**config.mk**
```make
export PLATFORM = sky130hd
export DESIGN_NAME = dial_emu
export DESIGN_NICKNAME = d
export VERILOG_FILES = /design/src/rtl/dial_emu.sv
export SDC_FILE = /design/constraint.sdc
export NUM_CORES = 1
export LEC_CHECK = 0
export CAP_MARGIN = 0
export CORE_UTILIZATION = 58
export CTS_CLUSTER_DIAMETER = 100
export DETAILED_ROUTE_END_ITERATION = 8
export HOLD_SLACK_MARGIN = 0.08
export PLACE_DENSITY = 0.82
export SYNTH_ARGS = -nofsm -noshare
export SYNTH_HDL_FRONTEND = slang
export SYNTH_SLANG_ARGS = --single-unit
export TNS_END_PERCENT = 100
```
**constraint.sdc**
```tcl
create_clock -name clk_sys -period 4.3 [get_ports clk_sys]
set_input_delay 1.075 -clock clk_sys [delete_from_list [all_inputs] [get_ports clk_sys]]
set_output_delay 1.075 -clock clk_sys [all_outputs]
set_load 0.02 [all_outputs]
```
**src/rtl/dial_emu.sv**
```systemverilog
// ============================================================================
// dial_emu : joystick up/down to quadrature rotary-dial emulator, N channels
// Revision : 1.0
// ============================================================================
`default_nettype none

module dial_emu #(
  parameter int CHANNELS = 2,
  parameter int DIV_W    = 16
) (
  input  logic                    clk_sys,
  input  logic                    reset_n,
  input  logic                    ce,
  input  logic [DIV_W-1:0]        rate,
  input  logic [CHANNELS-1:0]     mode,
  input  logic [CHANNELS-1:0]     invert,
  input  logic [CHANNELS-1:0]     up,
  input  logic [CHANNELS-1:0]     down,
  output logic [2*CHANNELS-1:0]   dial_out,
  output logic [CHANNELS-1:0]     step_pulse,
  output logic [8*CHANNELS-1:0]   position
);

  typedef enum logic [1:0] {
    ST_IDLE = 2'd0,
    ST_FWD  = 2'd1,
    ST_REV  = 2'd2
  } dir_e;

  // Forward Gray order 11 -> 10 -> 00 -> 01 -> 11; reverse walks it backwards.
  function automatic logic [1:0] phase_fwd(input logic [1:0] p);
    case (p)
      2'b11:   phase_fwd = 2'b10;
      2'b10:   phase_fwd = 2'b00;
      2'b00:   phase_fwd = 2'b01;
      default: phase_fwd = 2'b11;
    endcase
  endfunction

  function automatic logic [1:0] phase_rev(input logic [1:0] p);
    case (p)
      2'b11:   phase_rev = 2'b01;
      2'b01:   phase_rev = 2'b00;
      2'b00:   phase_rev = 2'b10;
      default: phase_rev = 2'b11;
    endcase
  endfunction

  logic [DIV_W-1:0] rate_m1;
  assign rate_m1 = (rate == '0) ? '0 : rate - DIV_W'(1);

  for (genvar i = 0; i < CHANNELS; i++) begin : g_ch
    dir_e             state_q, state_d, want;
    logic [DIV_W-1:0] cnt_q, cnt_d;
    logic [1:0]       phase_q, phase_d;
    logic             pulse_q, pulse_d;
    logic [7:0]       pos_q, pos_d;
    logic             u_eff, d_eff, step_fwd, step_rev;

    always_comb begin
      u_eff    = invert[i] ? down[i] : up[i];
      d_eff    = invert[i] ? up[i]   : down[i];
      want     = ST_IDLE;
      if (u_eff && !d_eff)      want = ST_FWD;
      else if (d_eff && !u_eff) want = ST_REV;

      state_d  = state_q;
      cnt_d    = cnt_q;
      step_fwd = 1'b0;
      step_rev = 1'b0;
      if (!mode[i] || want == ST_IDLE) begin
        state_d = ST_IDLE;
        cnt_d   = '0;
      end else if (want != state_q) begin
        // Leaving idle or reversing steps at once, regardless of ce.
        state_d  = want;
        cnt_d    = '0;
        step_fwd = (want == ST_FWD);
        step_rev = (want == ST_REV);
      end else if (ce) begin
        if (cnt_q >= rate_m1) begin
          cnt_d    = '0;
          step_fwd = (state_q == ST_FWD);
          step_rev = (state_q == ST_REV);
        end else begin
          cnt_d = cnt_q + DIV_W'(1);
        end
      end

      phase_d = phase_q;
      pos_d   = pos_q;
      if (!mode[i]) begin
        phase_d = 2'b11;
      end else if (step_fwd) begin
        phase_d = phase_fwd(phase_q);
        pos_d   = pos_q + 8'd1;
      end else if (step_rev) begin
        phase_d = phase_rev(phase_q);
        pos_d   = pos_q - 8'd1;
      end
      pulse_d = step_fwd | step_rev;
    end

    always_ff @(posedge clk_sys or negedge reset_n) begin
      if (!reset_n) begin
        state_q <= ST_IDLE;
        cnt_q   <= '0;
        phase_q <= 2'b11;
        pulse_q <= 1'b0;
        pos_q   <= 8'd0;
      end else begin
        state_q <= state_d;
        cnt_q   <= cnt_d;
        phase_q <= phase_d;
        pulse_q <= pulse_d;
        pos_q   <= pos_d;
      end
    end

    assign dial_out[2*i +: 2] = phase_q;
    assign step_pulse[i]      = pulse_q;
    assign position[8*i +: 8] = pos_q;
  end

endmodule

`default_nettype wire

```
# ---- After elaboration in Yosys (flattened, before gate mapping)
# Index checks and enable logic that the tools add are counted.
dict set report op_classes {
  bitwise_logic 2
  order_cmp 2
  muxes 51
  n_eq_ne 18
  add_sub_neg 7
  reduce_logical 25
}
# operator count
set op_table {}
lappend op_table {{16-bit 2-to-1 mux} 9}
lappend op_table {{16-bit by 1-bit adder with 16-bit output (second input constant)} 2}
lappend op_table {{16-bit greater-or-equal comparator} 2}
lappend op_table {{8-bit 2-to-1 mux} 4}
lappend op_table {{2-bit 2-to-1 mux} 14}
lappend op_table {{2-bit one-hot mux with 3 select lines} 4}
lappend op_table {{1-bit 2-to-1 mux} 20}
lappend op_table {{8-bit by 1-bit adder with 8-bit output (second input constant)} 2}
lappend op_table {{2-bit equality test (second input constant)} 8}
lappend op_table {{16-bit zero test} 1}
lappend op_table {{16-bit by 1-bit subtractor with 16-bit output (second input constant)} 1}
lappend op_table {{8-bit by 1-bit subtractor with 8-bit output (second input constant)} 2}
lappend op_table {{2-bit by 1-bit equality test with 1-bit output (second input constant)} 6}
lappend op_table {{2-bit zero test} 4}
lappend op_table {{2-bit nonzero test} 4}
lappend op_table {{1-bit zero test} 6}
lappend op_table {{3-bit by 1-bit != test with 1-bit output (second input constant)} 2}
lappend op_table {{3-bit nonzero test} 2}
lappend op_table {{1-bit logical AND} 4}
lappend op_table {{2-bit != test} 2}
lappend op_table {{2-bit AND reduction} 2}
lappend op_table {{1-bit logical OR} 2}
lappend op_table {{1-bit OR} 2}
dict set report word_totals {
  wordCells 115
  output_inout_bits 22
  register_bits 58
  inputBits 27
}

# ---- Depth between registers and ports, before layout
# Gate-level depths: netlist of the first run.
dict set report logic_depth {
  ltp_word 11
  mapped_depth 21
}

# ---- Worst setup path after synthesis of the first run
# Ideal clock, no wire load.
dict set report synth_path {
  kind {input-to-reg}
  start {in rate[5]}
  end {reg g_ch[0].pos_q[7]}
  cell_stages 21
  setup_ns 0.135
  n_path_buf 0
  t_required_ns 4.165
  path_slack_ns -1.529
  t_arrival_ns 5.694
  cell_sequence {or4_1 -> nor3_1 -> nand2_1 -> nor3_1 -> xor2_1 -> nand2_1 -> ha_1 -> a21o_1 -> a21o_1 -> a221oi_4 -> o21ai_2 -> o21a_4 -> nor2_1 -> ha_1 -> a21o_1 -> a21oi_1 -> o21ai_0 -> o41ai_2 -> nor3_1 -> a311oi_1 -> nand4_1}
}
dict set report synth_between {
  elab_chain_cells 9
}
# item line
set synth_lines {}
lappend synth_lines {{start, declared} 14} ;# input logic [DIV_W-1:0] rate,
lappend synth_lines {{16-bit by 1-bit subtractor with 16-bit output / 16-bit zero test (equally long branches)} 50} ;# assign rate_m1 = (rate == '0) ? '0 : rate - DIV_W'(1);
lappend synth_lines {{16-bit 2-to-1 mux *} 50}
lappend synth_lines {{16-bit greater-or-equal comparator *} 81} ;# if (cnt_q >= rate_m1) begin
lappend synth_lines {{1-bit 2-to-1 mux} 81}
lappend synth_lines {{1-bit 2-to-1 mux} 80} ;# end else if (ce) begin
lappend synth_lines {{1-bit 2-to-1 mux} 74} ;# end else if (want != state_q) begin
lappend synth_lines {{1-bit 2-to-1 mux} 71} ;# if (!mode[i] || want == ST_IDLE) begin
lappend synth_lines {{2-bit nonzero test (no source line)} --}
lappend synth_lines {{2-bit AND reduction (no source line)} --}
lappend synth_lines {{end signal, assigned} 116} ;# pos_q <= pos_d;
lappend synth_lines {{end, declared} 57} ;# logic [7:0] pos_q, pos_d;
# Every way passes the cells marked *; elsewhere a longest branch is shown, timed or not.
# A chain may end at the register's enable or synchronous reset.

# ---- Worst setup path in the final report of the first run
dict set report layout_path {
  start {in rate[2]}
  end {reg g_ch[0].pos_q[7]}
}
# Same word-level chain as after synthesis.

==> results_dict.tcl, run 1 <==
set metrics [dict create \
    syn_area_um2 4580 \
    cts_num_sinks 58 \
    track_usage_pct 37.3 \
    synth_edf_count 0 \
    switchingPower_uw 1120 \
    synth.ff_latch_count 58 \
    clkLatencyLatePin_ps 360 \
    vdd_drop_max_uv 539 \
    critPathKind "input port to flop" \
    drtIter0Drc 414 \
    io_pins 49 \
    setup_tns_ps -13590 \
    dieArea_um2 8250 \
    period_minus_slack_ps 5610 \
    io_buffer_count 48 \
    crit_slowest_cell "or4_4" \
    p_seq_share_pct 25.7 \
    grt_max_degree 39 \
    antenna_found_initial 0 \
    nNetsFinal 739 \
    num-fill-cells 298 \
    pwr_density_cell_nw_per_um2 423 \
    dr_total_vias 5098 \
    path_clk_slew_ps 70 \
    drv_slew 0 \
    skew_ps 8.48 \
    synth_fp_nets 576 \
    crit_path_cell_trace "buf_6 > or4_4 > nor3_4 > buf_4 > nand2_4 > nor3_2 > xor2_1 > nand2_1 > ha_1 > nand4_1 > nor2_2 > nand2_1 > o21ai_4 > o21a_4 > nor2_4 > buf_4 > ha_1 > nand2_1 > o21ai_2 > o41ai_4 > buf_4 > and3_1 > a311oi_1 > nand4_1" \
    async_flop_share_pct 100 \
    p_comb_share_pct 54.1 \
    max_freq_mhz 178 \
    max_stage_delay_ps 550 \
    grt_setup_unrepaired "yes" \
    critPathLaunchType "input port" \
    cts_buffers 9 \
    violations "setup timing" \
    final.setup.worst_slack_ps -1310 \
    worstPathArrival_ps 5820 \
    synth_area_leaders "dfrtp_1, ha_1, xor2_1, xnor2_1, nand2_1" \
    post_synth.cell_area_avg_um2 9.33 \
    syn_to_final_growth_pct 50.8 \
    clkPwrFrac_pct 20.2 \
    cp_max_fo 5 \
    p_int_uw 1800 \
    post-dp-hpwl_um 8970 \
    finalHoldViolCount 0 \
    grt_pass1_wl_um 24200 \
    htreeDepth 3 \
    p_sw_share_pct 38.4 \
    ctsRootBufferMaster "clkbuf_8" \
    start_util_pct 59.6 \
    crit_buf_inv 4 \
    ys_warn_count 0 \
    core_region_area_um2 7690 \
    cp_data_required_time_ps 4510 \
    end_kind "flop" \
    diodes 0 \
    synthDistinctLibCells 64 \
    yosys.area.top_type "dfrtp_1" \
    layout_commonest_cell "buf_4" \
    dp_cells 723 \
    drtPass1Iterations 6 \
    drive_gt1_share_pct 36.9 \
    wl_per_cell_um 23.7 \
    via_per_inst 6.70 \
    drt_wl_total_um 18000 \
    cp_top_family "simple AND/OR/NAND/NOR gates" \
    layout_common_cells "buf_4, dfrtp_1, nor2_1" \
    cts_tree "yes" \
    cap_violations 0 \
    grt-ovfl-total 0 \
    die_x_um 90.9 \
    layoutNonFillerInstCount 761 \
    die_h_um 90.9 \
    tightest_slew_ps 884 \
    design_area_um2 6900 \
    placed_cell_area_um2 5980 \
    ys.flop_type "dfrtp_1" \
    hold_path.class "flop to flop" \
    ant_nets 0 \
    routabilityCongestion 0.899 \
    synthCells 491 \
    rows 32 \
    status "finished, violations left" \
    drc 0 \
    period_share_pct 131 \
    yosysTopAreaCellShare_pct 29.5 \
    max_slew_margin_pct 41.1 \
    setup_violations 28 \
    cts_buffer_depth 2 \
    p_leak_uw 0.00310 \
    pre_cts_ws_ps -1540 \
    grt_pass1_vias 4974 \
    yosysSeqAreaShare_pct 31.8 \
]
==> cells by family after synthesis <==
kind of cell | after synthesis | share of synthesized area, %
simple gates | 186 | 21.0
mux | 18 | 4.26
buf+inv | 30 | 2.70
flops | 58 | 31.8
compound gates | 89 | 14.2
fa+ha+maj | 58 | 16.2
xor+xnor | 52 | 9.95
==> metrics by stage <==
| step | hold WS (ps) | total power, µW | util, % |
|---|---|---|---|
| 5_1_grt | 533 | 3020 | 89.8 |
| 3_3_place_gp | 478 | 1890 | 77.8 |
| 2_1_floorplan | 465 | 1420 | - |
| 6_report | 514 | 2920 | 89.8 |
| 3_5_place_dp | 471 | 1960 | 77.8 |
| 4_1_cts | 475 | 2740 | 84.9 |
==> power by group through the flow <==
stage | Combinational (µW) | Sequential [µW] | Clock (µW)
final | 1580 | 749 | 590
after global routing | 1660 | 753 | 611
after global placement | 1170 | 727 | 0
after CTS | 1420 | 734 | 584
after floorplan | 605 | 814 | 0
after detailed placement | 1230 | 737 | 0
==> registers in the layout, summed over array words and instances, names as in the netlist <==
name,flops
g_ch.phase_q,4
g_ch.pulse_q,2
g_ch.state_q,4
g_ch.pos_q,16
g_ch.cnt_q,32
==> synthesized netlist by cell type (7+ instances only) <==
library cell / number
dfrtp_1: 54
xnor2_1: 22
ha_1: 56
and2_1: 9
inv_1: 22
nor2_1: 48
a21oi_1: 24
nand4_1: 12
nand2b_1: 7
mux2_2: 12
nand2_1: 49
a21o_1: 9
o21ai_0: 15
xor2_1: 30
nor3_1: 17
nand3_1: 9
==> per-layer routing <==
metal / global-route usage (%) / share of wire (%)
met2: 64.3 / 48
met5: 0 / 0
met1: 43.0 / 36
met4: 18.9 / 6.2
met3: 8.75 / 9.5
==> final timing paths <==
check / startpoint / endpoint / slack (ps) / cells past startpoint
max: rate[2] / g_ch[0].pos_q[7]$_DFFE_PN0P_ / -1310 / 24
min: g_ch[1].pos_q[7]$_DFFE_PN0P_ / g_ch[1].pos_q[7]$_DFFE_PN0P_ / 510 / 1
max reg2reg: g_ch[0].cnt_q[0]$_DFFE_PN0P_ / g_ch[0].pos_q[7]$_DFFE_PN0P_ / 520 / 17
min reg2reg: g_ch[1].pos_q[7]$_DFFE_PN0P_ / g_ch[1].pos_q[7]$_DFFE_PN0P_ / 510 / 1
max in group asynchronous: reset_n / g_ch[0].phase_q[0]$_DFFE_PN1P_ / 2570 / 2
min in group asynchronous: reset_n / g_ch[1].cnt_q[9]$_DFFE_PN0P_ / 830 / 1
==> final cells by class <==
cell class / count / area [µm²] / share of cell area [%]
Clock inverter: 5 / 77.6 / 1.12
Tap cell: 102 / 128 / 1.85
Sequential cell: 58 / 1460 / 21.1
Timing Repair Buffer: 159 / 1360 / 19.7
Inverter: 22 / 82.6 / 1.20
Multi-Input combinational cell: 404 / 3660 / 53.0
Clock buffer: 11 / 141 / 2.05
==> timing repair <==
action	CTS	global route
gates resized for setup	72	61
buffers inserted	19	10
endpoints found under the setup margin	43	38
hold buffers	0	0
gates cloned	1	1
pin swaps	46	39
No activity file was read; power rests on OpenSTA's default activity.
==> run 2, diff against run 1 <==
--- a/config.mk
+++ b/config.mk
@@ -6,11 +6,12 @@
 export NUM_CORES = 1
 export LEC_CHECK = 0
 export CAP_MARGIN = 0
-export CORE_UTILIZATION = 58
+export CORE_MARGIN = 2
+export CORE_UTILIZATION = 49
 export CTS_CLUSTER_DIAMETER = 100
 export DETAILED_ROUTE_END_ITERATION = 8
 export HOLD_SLACK_MARGIN = 0.08
-export PLACE_DENSITY = 0.82
+export PLACE_DENSITY = 0.71
 export SYNTH_ARGS = -nofsm -noshare
 export SYNTH_HDL_FRONTEND = slang
 export SYNTH_SLANG_ARGS = --single-unit
==> constraint.sdc (replaced) <==
create_clock -name clk_sys -period 6.4 [get_ports clk_sys]
set_input_delay 1.6 -clock clk_sys [delete_from_list [all_inputs] [get_ports clk_sys]]
set_output_delay 1.6 -clock clk_sys [all_outputs]
set_load 0.02 [all_outputs]
==> results_dict.tcl, run 2 (synthesis results as in run 1) <==
set metrics [dict create \
    status "finished clean" \
    grt_max_degree 59 \
    p_total_uw 1590 \
    clkLatencyLatePin_ps 340 \
    antenna_found_initial 0 \
    grt_setup_unrepaired "yes" \
    track_usage_pct 22.4 \
    nNetsFinal 672 \
    largestRegisters "g_ch.cnt_q x32, g_ch.pos_q x16" \
    p_comb_share_pct 46.9 \
    largest_reg_flops 32 \
    syn_to_final_growth_pct 27.3 \
    switchingPower_uw 563 \
    wl_per_cell_um 15.4 \
    end_kind "flop" \
    hold_path.class "flop to flop" \
    die_x_um 101 \
    drv_slew 0 \
    routabilityCongestion 0.902 \
    clkPwrFrac_pct 22.8 \
    cts_hold_buf 0 \
    htreeDepth 3 \
    grt-ovfl-total 0 \
    grt_pass1_wl_um 18400 \
    final.setup.worst_slack_ps 254 \
    drt_wl_total_um 10800 \
    layout_common_cells "ha_1, dfrtp_1, clkdlybuf4s50_1" \
    cts_tree "yes" \
    diodes 0 \
    setup_violations 0 \
    post-dp-hpwl_um 7860 \
    finalHoldViolCount 0 \
    vdd_drop_max_uv 275 \
    layoutNonFillerInstCount 703 \
    p_int_uw 1030 \
    via_per_inst 5.61 \
    p_sw_share_pct 35.4 \
    cp_data_required_time_ps 6630 \
    max_freq_mhz 163 \
    cts_buffer_depth 2 \
    r2r_slack_ps 2780 \
    ctsRootBufferMaster "clkbuf_8" \
    cp_max_fo 5 \
    core_region_area_um2 9150 \
    skew_ps 11.3 \
    drtIter0Drc 147 \
    rows 35 \
    placed_cell_area_um2 5450 \
    dr_total_vias 3942 \
    tightest_slew_ps 769 \
    drc 0 \
    die_h_um 101 \
    p_leak_uw 0.00262 \
    worstPathArrival_ps 6370 \
    drive_gt1_share_pct 19.1 \
    cap_violations 0 \
    dp_cells 682 \
    num-fill-cells 787 \
    pwr_density_cell_nw_per_um2 273 \
    design_area_um2 5830 \
    drtPass1Iterations 4 \
    path_clk_slew_ps 70 \
    pre_cts_ws_ps -289 \
    max_slew_margin_pct 48.3 \
    dieArea_um2 10100 \
    io_buffer_count 48 \
    period_share_pct 96.0 \
    cts_buffers 9 \
    p_seq_share_pct 30.3 \
    period_minus_slack_ps 6150 \
    regMostFlops "g_ch.cnt_q" \
    ant_nets 0 \
    critPathKind "input port to flop" \
    cts_num_sinks 58 \
    grt_pass1_vias 3946 \
    start_util_pct 50.0 \
    hold_slack_ps 506 \
    critPathLaunchType "input port" \
    io_pins 49 \
]
run 2: cell type report:
class                           instances  area, µm²  area share, %
Clock buffer                           14        173           2.96
Sequential cell                        58       1460           25.0
Clock inverter                          2       35.0          0.601
Inverter                               22       82.6           1.42
Tap cell                              111        139           2.38
Multi-Input combinational cell        403       3130           53.6
Timing Repair Buffer                   93        817           14.0
run 2: path summary, 6_finish.rpt:
check,start,endpoint,cells after the start
worst max-delay path,rate[2],g_ch[1].pos_q[6]$_DFFE_PN0P_,24
worst min-delay path,g_ch[1].pos_q[7]$_DFFE_PN0P_,g_ch[1].pos_q[7]$_DFFE_PN0P_,1
worst max register to register,g_ch[1].cnt_q[0]$_DFFE_PN0P_,g_ch[1].pos_q[6]$_DFFE_PN0P_,17
worst min register to register,g_ch[1].pos_q[7]$_DFFE_PN0P_,g_ch[1].pos_q[7]$_DFFE_PN0P_,1
max in group asynchronous,reset_n,g_ch[0].cnt_q[12]$_DFFE_PN0P_,2
min in group asynchronous,reset_n,g_ch[1].cnt_q[9]$_DFFE_PN0P_,2
run 2: worst max-delay path: stages:
cell	delay, ps
clkdlybuf4s50_1	430
or4_4	570
nor3_4	200
buf_6	130
nand2_2	90
nor4_4	260
xor2_1	200
nand2_2	110
ha_4	280
nand2_1	80
nor3_2	240
and4bb_4	290
o311ai_2	120
a21oi_2	210
inv_2	80
buf_4	140
fa_2	330
a21o_1	160
a21o_1	200
a21oi_2	150
nor2_1	50
nor2_1	120
xnor2_1	70
mux2_2	260
run 2: what timing repair did:
item                       4_1_cts  5_1_grt
resized for setup                0       27
buffers inserted                 0        5
setup endpoints to repair        0        6
hold endpoints to repair         0        0
run 2: metrics by stage:
step	TNS, ps	util, %
after floorplan	0	-
after global placement	-367	59.6
after detailed placement	-785	59.6
after CTS	0	61.8
after global routing	-120	63.7
final	0	63.7
run 2: power by group through the flow:
stage	sequential, µW	combinational (µW)	clock, µW
finish	483	746	364
global route	492	816	386
CTS	482	715	368
detailed placement	487	708	0
global placement	487	688	0
floorplan	541	365	0
run 2: per-layer routing:
layer	vias to the layer above	wire length (µm)	share of wire (%)	track usage, %
li1	1948	-	-	-
met1	1902	5000	46	28.6
met2	77	5310	49	39.1
met3	15	364	3.4	4.23
met4	0	131	1.2	5.37
met5	-	0	0	0
